$ cat config.mk
export PLATFORM = sky130hd
export DESIGN_NAME = det_event_counter
export DESIGN_NICKNAME = d
export VERILOG_FILES = /design/src/rtl/det_event_counter.sv
export SDC_FILE = /design/constraint.sdc
export NUM_CORES = 1
export LEC_CHECK = 0
export ABC_AREA = 1
export CAP_MARGIN = 20
export CORE_UTILIZATION = 50
export DETAILED_ROUTE_END_ITERATION = 16
export GPL_TIMING_DRIVEN = 0
export PLACE_DENSITY = 0.76
export SLEW_MARGIN = 25
export SYNTH_ARGS = -nofsm -noshare
export SYNTH_HDL_FRONTEND = slang
export SYNTH_SLANG_ARGS = --single-unit
$ cat constraint.sdc
create_clock -name clk -period 2.2 [get_ports clk]
set_input_delay 0.33 -clock clk [delete_from_list [all_inputs] [get_ports clk]]
set_output_delay 0.33 -clock clk [all_outputs]
set_load 0.02 [all_outputs]
$ cat src/rtl/det_event_counter.sv
`default_nettype none
// ============================================================================
//  Module   : det_event_counter
//  Brief    : Consumes the single-cycle detect flag of a serial 11011
//             detector. Keeps a saturating detection count, stretches each
//             detect into a visible LED pulse, and measures the clock
//             distance between consecutive accepted detections.
//  Revision : 1.0  initial release
// ============================================================================
module det_event_counter #(
    parameter int CNT_W   = 8,
    parameter int STRETCH = 4,
    parameter int GAP_W   = 8
) (
    input  logic             clk,
    input  logic             rst_n,
    input  logic             det_i,
    input  logic             clr_i,
    input  logic             hold_i,
    output logic [CNT_W-1:0] count_o,
    output logic             sat_o,
    output logic             led_o,
    output logic [GAP_W-1:0] gap_o,
    output logic             gap_vld_o
);

    localparam logic [CNT_W-1:0] CNT_MAX      = {CNT_W{1'b1}};
    localparam logic [GAP_W-1:0] GAP_MAX      = {GAP_W{1'b1}};
    localparam logic [7:0]       STRETCH_LOAD = 8'(STRETCH - 1);

    typedef enum logic {S_IDLE = 1'b0, S_ON = 1'b1}     led_state_t;
    typedef enum logic {G_NOREF = 1'b0, G_ARMED = 1'b1} gap_state_t;

    // det_i may be a Mealy output upstream: it only ever feeds register inputs.
    logic accept;
    assign accept = det_i & ~clr_i & ~hold_i;

    // ------------------------------------------------------------------------
    // Saturating detection counter with sticky saturation flag
    // ------------------------------------------------------------------------
    // Count accepted detections; stop at the maximum and flag it.
    always_ff @(posedge clk or negedge rst_n) begin
        if (!rst_n) begin
            count_o <= '0;
            sat_o   <= 1'b0;
        end else if (clr_i) begin
            count_o <= '0;
            sat_o   <= 1'b0;
        end else if (accept) begin
            if (count_o < CNT_MAX) begin
                count_o <= count_o + 1'b1;
                if (count_o == CNT_MAX - 1'b1) begin
                    sat_o <= 1'b1;
                end
            end else begin
                sat_o <= 1'b1;
            end
        end
    end

    // ------------------------------------------------------------------------
    // LED pulse stretcher (responds to det_i even while held)
    // ------------------------------------------------------------------------
    led_state_t led_state, led_state_nxt;
    logic [7:0] timer, timer_nxt;

    // Stretcher state and timer registers.
    always_ff @(posedge clk or negedge rst_n) begin
        if (!rst_n) begin
            led_state <= S_IDLE;
            timer     <= '0;
        end else begin
            led_state <= led_state_nxt;
            timer     <= timer_nxt;
        end
    end

    // Stretcher next state: a new detect reloads rather than accumulates.
    always_comb begin
        led_state_nxt = led_state;
        timer_nxt     = timer;
        if (clr_i) begin
            led_state_nxt = S_IDLE;
            timer_nxt     = '0;
        end else if (det_i) begin
            led_state_nxt = S_ON;
            timer_nxt     = STRETCH_LOAD;
        end else if (led_state == S_ON) begin
            if (timer == 8'd0) begin
                led_state_nxt = S_IDLE;
            end else begin
                timer_nxt = timer - 8'd1;
            end
        end
    end

    assign led_o = (led_state == S_ON);

    // ------------------------------------------------------------------------
    // Inter-detection gap measurement
    // ------------------------------------------------------------------------
    gap_state_t           gap_state, gap_state_nxt;
    logic [GAP_W-1:0]     gap_run, gap_run_nxt;
    logic [GAP_W-1:0]     gap_nxt;
    logic                 gap_vld_nxt;
    logic [GAP_W-1:0]     gap_run_inc;

    // gap_run counts edges since the last accepted detection, so at the
    // next detection gap_run+1 is exactly the edge distance.
    assign gap_run_inc = (gap_run == GAP_MAX) ? GAP_MAX : gap_run + 1'b1;

    // Gap FSM state and measurement registers.
    always_ff @(posedge clk or negedge rst_n) begin
        if (!rst_n) begin
            gap_state <= G_NOREF;
            gap_run   <= '0;
            gap_o     <= '0;
            gap_vld_o <= 1'b0;
        end else begin
            gap_state <= gap_state_nxt;
            gap_run   <= gap_run_nxt;
            gap_o     <= gap_nxt;
            gap_vld_o <= gap_vld_nxt;
        end
    end

    // Gap FSM next state: first detection only arms, later ones publish.
    always_comb begin
        gap_state_nxt = gap_state;
        gap_run_nxt   = hold_i ? gap_run : gap_run_inc;
        gap_nxt       = gap_o;
        gap_vld_nxt   = gap_vld_o;
        if (clr_i) begin
            gap_state_nxt = G_NOREF;
            gap_run_nxt   = '0;
            gap_nxt       = '0;
            gap_vld_nxt   = 1'b0;
        end else if (accept) begin
            gap_run_nxt = '0;
            case (gap_state)
                G_NOREF: begin
                    gap_state_nxt = G_ARMED;
                end
                G_ARMED: begin
                    gap_nxt     = gap_run_inc;
                    gap_vld_nxt = 1'b1;
                end
                default: begin
                    gap_state_nxt = G_NOREF;
                end
            endcase
        end
    end

endmodule
`default_nettype wire

==> metrics.txt <==
worst skew pair latency a little under 0.3 ns; post-route cell area 0.00240 sq mm; Bufs and invs on worst path 1; crit path launch type flop; largest family of logic cells by synthesized area simple AND/OR/NAND/NOR gates; Cells after Synth 268; Clk pwr share around 40%; die width between 60 and 70 microns; post-synthesis sequential area ratio 45.3%; Synth Area in Adders 2.52%; R2R setup slack 0.57 ns; layout cell share with drive strength beyond 1 9.00%; actual slew at the worst max-slew pin around 0.37 ns; synth cell count leaders nand2_1, dfrtp_1, inv_1, o21ai_0; clock sink count 36; Die Height roughly 65 microns; fillers 350; Starting Density about 53%; mapped cell area ~0.0020 sq mm; multiplexer share of the synthesized area 0%; Critical-path top delay cell clkdlybuf4s50_1; Max transition margin 75.3%; CTS resizes 0; Worst Clk Skew ~0.0024 ns; Sw Share 26.8%; Final Util 64.1%; Critical Path End count_o[3]; WP data required 1.87 ns; Worst Hold Slack between 0.3 and 0.4 ns; First-pass DRT Iterations 4; Synth cell types 22; Max Cap Viol 0; Lkg Pwr 1.24 nW; Top FF cell, synth dfrtp_1; routability congestion estimate 0.799; first-pass GRT wire length around 7000 microns; met1 Track Usage GR between 20% and 30%; Critical Path Fanout Max 5; r2r startpoint count_o[0]; nets@finish 308; area delta synth->final 20.8%; fmax 585 MHz; Hold Buf Count CTS 1; Worst Path Class, Setup flop to primary output; CTS Buf Count 5; vias in the first global route 1,578; met3 Use GR 6.51%; largest net degree at the start of global routing 28; num rows 22; crit path cell chain clkdlybuf4s50_1; DRT iter0 DRCs 96; H-Tree Depth 2; proportion of synthesized flip-flops having asynchronous set or reset 100%; Synth Warn # 0; number of synthesized register bits 36; Critical Path AT ~1.4 ns; Final period util 77.8%; vias 1,744; global route total overflow 0; Net Sw Power 0.000401 W; Crit. Startpoint count_o[3]; vias per cell 5.01; number of nets with antenna violations after routing 0; area leader, netlist dfrtp_1; syn avg cell area between 7 and 8 sq um; initial antenna violation count 0; cell area power density approximately 620 mW/mm^2; CP max stage delay ~0.64 ns; most frequent cell after synthesis nand2_1; syn nets approximately 280; Total GRT Usage 22.2%; Avg WL per Cell approximately 12 microns; Synth Area in Compound Gates 8.06%; number of synthesized flops with an enable pin 0; I/O pin count 24; Post-CTS Setup Repair Bufs 0; Synth area leaders dfrtp_1, nand2_1, inv_1; unrepaired setup endpoints after global routing false; WL final just over 4000 microns; CTS tree done; CTS Root Cell clkbuf_8; critical path depth in cells 1; outcome finished, final reports clean; full die area 0.00423 sq mm; DRC viols 0; endpoints failing hold 0; Critical Path Sink Type primary output; final setup vio count 0; simple-gate share of the synthesized area 33.7%; Reg area 901 sq um; path depth of the worst reg2reg path 8; crit path time final around 1.7 ns; Max clock buf depth 2; Int Pwr 0.00110 W; Max Slew Vio Count 0; worst vdd ir roughly 330 uV; Sequential Power Share about 47%; post-synth top area share a little under half; area occupied by multi-input gates approximately 930 sq um; Post-Synth XOR/XNOR Area under 10%; Diodes inserted 0; Gate power share 13.9%; GR Util met2 36.2%; Hold Path Class input port to flop; placed cell areas 0.00228 sq mm; Worst path top cell family by delay buffers and inverters; HPWL Detailed between 2000 and 3000 microns; core area 0.00374 sq mm; reg-to-reg endpoint count_o[3]; CTS clk-pin slew, worst paths around 0.070 ns; most crowded layer after global routing met2; PortBufs 22
-- flip-flops by register name, indices dropped and copies added, names as in the netlist --
register   count
gap_state      1
gap_o          8
sat_o          1
gap_run        8
led_o          1
timer          8
count_o        8
gap_vld_o      1
-- through the flow --
stage	power, W	cells	setup slack (ns)	setup TNS [ns]
2_1_floorplan	0.000855	268	0.661	0
3_3_place_gp	0.000916	338	-0.0491	-1.70
3_5_place_dp	0.000926	339	0.442	0
4_1_cts	0.00151	348	0.483	0
5_1_grt	0.00156	348	0.428	0
6_report	0.00150	348	0.489	0
-- layout by cell type, fill, tap and decap left out, drive strengths merged --
master         synthesis  layout
bufinv                 0       1
nand4                  8       8
xor2                   3       3
inv                   37      37
nand2                105     105
dlygate4sd3            0       1
nor3                   1       1
a21oi                  2       2
clkinv                 0       1
o21ai                 24      24
o21a                   1       1
xnor2                  3       3
dfrtp                 36      36
clkbuf                 0       6
nand3                 17      17
buf                    3       5
nor2                  23      23
ha                     4       4
o211ai                 1       1
clkdlybuf4s50          0      21
-- logic make-up (layout without fill, tap and decap cells) --
logic type | after synthesis | count (layout)
AND/OR/NAND/NOR | 154 | 154
buffers and inverters | 40 | 72
flip-flops | 36 | 36
AO/OA/AOI/OAI | 28 | 28
XOR/XNOR | 6 | 6
adder cells (fa/ha/maj) | 4 | 4
-- final cells by class --
cell class	count	share of cell area, %
Tap cell	48	2.50
Inverter	37	5.78
Clock inverter	2	1.46
Sequential cell	36	37.5
Buffer	3	0.625
Multi-Input combinational cell	192	38.9
Clock buffer	6	3.02
Timing Repair Buffer	24	10.2
-- power by group through the flow --
stage	logic, W	registers (W)	clock network, W
floorplan	0.000134	0.000721	0
global placement	0.000199	0.000716	0
detailed placement	0.000208	0.000717	0
CTS	0.000211	0.000704	0.000593
global route	0.000238	0.000708	0.000617
finish	0.000208	0.000704	0.000585
-- worst min path at each step --
stage / from / end / slack (ns) / cells past startpoint
final: clr_i / led_o / 0.34 / 2
after floorplan: rst_n / count_o[0] / 0.03 / 0
after detailed placement: rst_n / gap_o[5] / 0.21 / 1
after global routing: clr_i / led_o / 0.36 / 2
after global placement: gap_o[7] / gap_o[7] / 0.46 / 2
after CTS: clr_i / led_o / 0.34 / 2
-- layer usage --
metal / share of wire [%] / up-vias / wire length (microns)
met1: 48 / 799 / 1960
met4: 1.4 / 0 / 59
met5: 0 / - / 0
met3: 5.0 / 7 / 203
met2: 46 / 38 / 1860
li1: - / 900 / -
(Power assumes the default switching activity.)
==> RTL change 1 (same settings) <==
Change the parameter `CNT_W` from 8 to 9.
--- a/src/rtl/det_event_counter.sv
+++ b/src/rtl/det_event_counter.sv
@@ -9,5 +9,5 @@
 // ============================================================================
 module det_event_counter #(
-    parameter int CNT_W   = 8,
+    parameter int CNT_W   = 9,
     parameter int STRETCH = 4,
     parameter int GAP_W   = 8
Ports: changed (resized count_o); port bits go from 24 to 25. The function was not compared with the original's and may differ.
==> RTL change 1 against the unedited design <==
Critical path depth did not move; synthesized area rose by 1.4%; utilization up 1.7 points; setup slack worse by 0.019 ns; sequential cell count is 1 higher; sequential share of layout area shrank 0.22 points; total power up 9.4%; routed wire length increased by 1.8%; final area up 3.4%; critical endpoint is now count_o[2].
==> RTL change 1: results (changes against the unedited design) <==
----------------------------------------------------
[STA]
  Transition time at the pin with the least slew margin ... 0.506 ns (was 0.371 ns)
  Setup Skew ... 0.00626 ns (was 0.00240 ns)
  Hold WS ... 0.482 ns (was 0.343 ns)

[Setup path]
  Biggest fanout along the worst timing path ... 6 (was 5)
  Start point of the critical path ... count_o[2] (was count_o[3])
  Worst reg2reg setup slack ... 0.68 ns (was 0.57 ns)
  Crit Reg-Reg Startpoint ... timer[0] (was count_o[0])
  Worst reg2reg path endpoint ... timer[1] (was count_o[3])

[Detailed routing]
  Vias per cell ... 4.92 (was 5.01)
  Overall routed net length ... 4150 um (was 4080 um)
  Wire length the detailed router placed on met1 ... 2060 um (was 1960 um)
  Met2 wirelength from detailed routing ... 1880 um (was 1860 um)

[Hold path]
  Worst hold path endpoint ... gap_o[7] (was led_o)
  Hold Path Origin ... gap_o[7] (was clr_i)
  Path type of the worst min-delay path ... reg -> reg (was in -> reg)

[Global routing]
  M3 GR Usage ... 5.38% (was 6.51%)
  Global-route wire length before repair ... 7210 um (was 7010 um)
  Vias in the first global route ... 1622 (was 1578)
  Global router's overall resource usage ... 22.3% (was 22.2%)
  Met1 GRT Util ... 30.2% (was 27.6%)
  Pin count of the biggest net entering global routing ... 23 (was 28)
  Met2 track demand over resource ... 35.3% (was 36.2%)

[Power and ir drop]
  LEAKAGE ... 1.33 nW (was 1.24 nW)
  Worst vdd rail ir drop ... 356 uV (was 328 uV)

[Synth]
  Per-instance average area after synthesis ... 7.28 um2 (was 7.42 um2)
  Adder-Cell Fraction of Synth Area ... 2.48% (was 2.52%)
  Sequential element share of the synthesized area ... 45.9% (was 45.3%)
  Biggest area contributors in the synthesized netlist ... dfrtp_1 (46%), nand2_1 (24%), inv_1 (5.0%) (was dfrtp_1 (45%), nand2_1 (19%), inv_1 (6.4%))
  Post-synthesis compound-gate area fraction ... 4.72% (was 8.06%)
  Yosys cell types ... 24 (was 22)
  Post-Syn Nets ... 286 (was 277)
  List of most frequent post-synthesis cells ... nand2_1 (127), dfrtp_1 (37), inv_1 (27), nor2_1 (20), nand3_1 (17) (was nand2_1 (101), dfrtp_1 (36), inv_1 (34), o21ai_0 (23))
  XOR/XNOR Fraction of Synth Area ... 3.48% (was 2.64%)

[Placement]
  HPWL reported at the end of detailed placement ... 3010 um (was 2900 um)
  Weighted congestion at the end of routability-driven global placement ... 0.830 (was 0.799)
  Placed Instance Area ... 2340 um2 (was 2280 um2)
  Placed Instances ... 350 (was 339)
  Post-placement worst setup slack ... 0.463 ns (was 0.442 ns)
  Port-buffer cells ... 24 (was 22)

[Cells and area]
  Number of nets in the layout ... 319 (was 308)
  Number of cells in the finished layout apart from fillers ... 359 (was 348)
  Share of post-route cells with drive strength above 1 ... 8.36% (was 9.00%)

[Status]
  Run status ... complete, no violations (unchanged)

----------------------------------------------------
## RTL change 1: cell count changes in the layout (fill, tap and decap cells not counted), moves of 3 or more
cell     unedited run  this run
xor2_1              3         7
nor2_1             17        20
nor2_4              4         1
nand4_1             8         3
nand2_1           101       127
inv_1              34        27
o21ai_0            23        14
## RTL change 1: tightest hold or removal path: cells and delay by family (launching register included)
family	cells	cell delay [ns]
DFF	1	0.35
and+or+nand+nor	2	0.11
## RTL change 1: power by group through the flow
stage                     sequential (mW)  clock, mW  combinational (mW)
after floorplan                     0.741          0               0.137
after global placement              0.735          0               0.208
after detailed placement            0.735          0               0.219
after CTS                           0.723      0.713               0.223
after global routing                0.725      0.759               0.250
final                               0.723      0.695               0.220
## RTL change 1: cell type report
class                           instances  area [um2]
Clock inverter                          3        65.1
Inverter                               29         114
Buffer                                  2        10.0
Fill cell                             339        1290
Clock buffer                            5        68.8
Multi-Input combinational cell        209         966
Tap cell                               48        60.1
Sequential cell                        37         926
Timing Repair Buffer                   26         273
==> RTL change 2 (same flow settings) <==
Without the edit above. Put a register stage on the output `led_o`, cleared by the reset. The value now appears one clock later. The other outputs are not delayed to match.
--- a/src/rtl/det_event_counter.sv
+++ b/src/rtl/det_event_counter.sv
@@ -95,5 +95,11 @@
     end
 
-    assign led_o = (led_state == S_ON);
+    always_ff @(posedge clk or negedge rst_n) begin
+        if (!rst_n) begin
+            led_o <= '0;
+        end else begin
+            led_o <= (led_state == S_ON);
+        end
+    end
 
     // ------------------------------------------------------------------------
Formal check against the unedited RTL: not equivalent (a bounded check fails within 4 cycles, from zero or initial values and one cycle with rst_n low).
==> RTL change 2 against the unedited design <==
Setup slack gained 0.0027 ns; first-iteration DRC count is the same; hold slack gained 0.0025 ns; largest power group unchanged; critical endpoint is now count_o[5]; total power grew 3.5%; die area grew 1.2%; count of clock-buffer cells in the layout is the same; sequential share of layout area grew 0.33 points; routed wire length shrank 2.2%; highest routed layer unchanged; synthesized area grew 1.3%; sequential cell count grew 1; final area grew 1.9%.
==> RTL change 2: results (changes against the unedited design) <==
----------------------------------------------------
[Detailed routing]
  Overall via count from detail_route ... 1755 (was 1744)
  Mean routed wirelength per cell ... 11.4 um (was 11.7 um)

[Synth]
  List of most frequent post-synthesis cells ... nand2_1 (101), dfrtp_1 (37), inv_1 (34), o21ai_0 (23) (was nand2_1 (101), dfrtp_1 (36), inv_1 (34), o21ai_0 (23))
  Biggest area contributors in the synthesized netlist ... dfrtp_1 (46%), nand2_1 (19%), inv_1 (6.3%) (was dfrtp_1 (45%), nand2_1 (19%), inv_1 (6.4%))
  Warnings from Yosys ... 0 (unchanged)
  Post-Syn Nets ... 278 (was 277)
  Sequential element share of the synthesized area ... 46.0% (was 45.3%)

[Global routing]
  M3 GR Usage ... 4.86% (was 6.51%)
  Global router's overall resource usage ... 22.0% (was 22.2%)
  Global-route wire length before repair ... 7090 um (was 7010 um)
  Vias in the first global route ... 1615 (was 1578)
  Pin count of the biggest net entering global routing ... 20 (was 28)
  Met1 GRT Util ... 29.1% (was 27.6%)
  Met2 track demand over resource ... 33.4% (was 36.2%)

[Cells and area]
  Number of inserted diodes ... 0 (unchanged)
  Share of post-route cells with drive strength above 1 ... 9.30% (was 9.00%)
  Number of nets in the layout ... 309 (was 308)
  Number of fill cells ... 338 (was 350)

[Power and ir drop]
  Worst vdd rail ir drop ... 370 uV (was 328 uV)
  LEAKAGE ... 1.26 nW (was 1.24 nW)
  Power Internal ... 1.15 mW (was 1.10 mW)

[STA]
  Worst slew margin relative to its limit ... 69.8% (was 75.3%)
  Setup Skew ... 0.00313 ns (was 0.00240 ns)
  Hold WS ... 0.345 ns (was 0.343 ns)

[Placement]
  HPWL reported at the end of detailed placement ... 2940 um (was 2900 um)
  Placed Instance Area ... 2320 um2 (was 2280 um2)

[Setup path]
  Biggest fanout along the worst timing path ... 6 (was 5)

[Hold path]
  Path type of the worst min-delay path ... in -> reg (unchanged)

[Status]
  Run status ... complete, no violations (unchanged)

----------------------------------------------------
RTL change 2: worst paths after layout:
check                      cells after the start  startpoint          to
max in group asynchronous                      3       rst_n    timer[0]
min in group asynchronous                      2       rst_n    gap_o[2]
min reg2reg                                    0   led_state       led_o
max                                            1  count_o[5]  count_o[5]
max reg2reg                                    8  count_o[0]  count_o[3]
min                                            2       clr_i   led_state
RTL change 2: cell families after synthesis:
family	count (synthesis)	share of synthesized area, %
adder cells (fa/ha/maj)	4	2.49
flip-flops	37	46.0
AO/OA/AOI/OAI	28	7.96
XOR/XNOR	6	2.61
AND/OR/NAND/NOR	154	33.3
buffers and inverters	40	7.64
RTL change 2: power groups by stage:
stage | Sequential [mW] | Combinational [mW] | Clock [mW]
2_1_floorplan | 0.741 | 0.134 | 0
3_3_place_gp | 0.737 | 0.199 | 0
3_5_place_dp | 0.738 | 0.208 | 0
4_1_cts | 0.725 | 0.211 | 0.626
6_report | 0.725 | 0.208 | 0.615
5_1_grt | 0.729 | 0.240 | 0.652
RTL change 2: cell type report:
type / instances / area (um2) / share of cell area (%)
Multi-Input combinational cell: 192 / 933 / 38.2
Clock buffer: 6 / 82.6 / 3.38
Buffer: 3 / 15.0 / 0.614
Tap cell: 48 / 60.1 / 2.46
Sequential cell: 37 / 926 / 37.9
Timing Repair Buffer: 24 / 253 / 10.3
Clock inverter: 2 / 37.5 / 1.53
Inverter: 37 / 139 / 5.68
RTL change 2: through the flow:
step / setup WS (ns) / utilization, % / cells / total power, mW
6_report: 0.492 / 64.9 / 349 / 1.55
5_1_grt: 0.391 / 64.9 / 349 / 1.62
4_1_cts: 0.486 / 64.9 / 349 / 1.56
3_5_place_dp: 0.451 / 61.4 / 340 / 0.946
3_3_place_gp: -0.0282 / 60.8 / 339 / 0.936
2_1_floorplan: 0.661 / - / 269 / 0.875
RTL change 2: per-layer routing:
layer	share of wire (%)	wire length (um)
met1	49	1940
met2	44	1770
met3	4.6	183
met4	2.5	100
met5	0	0
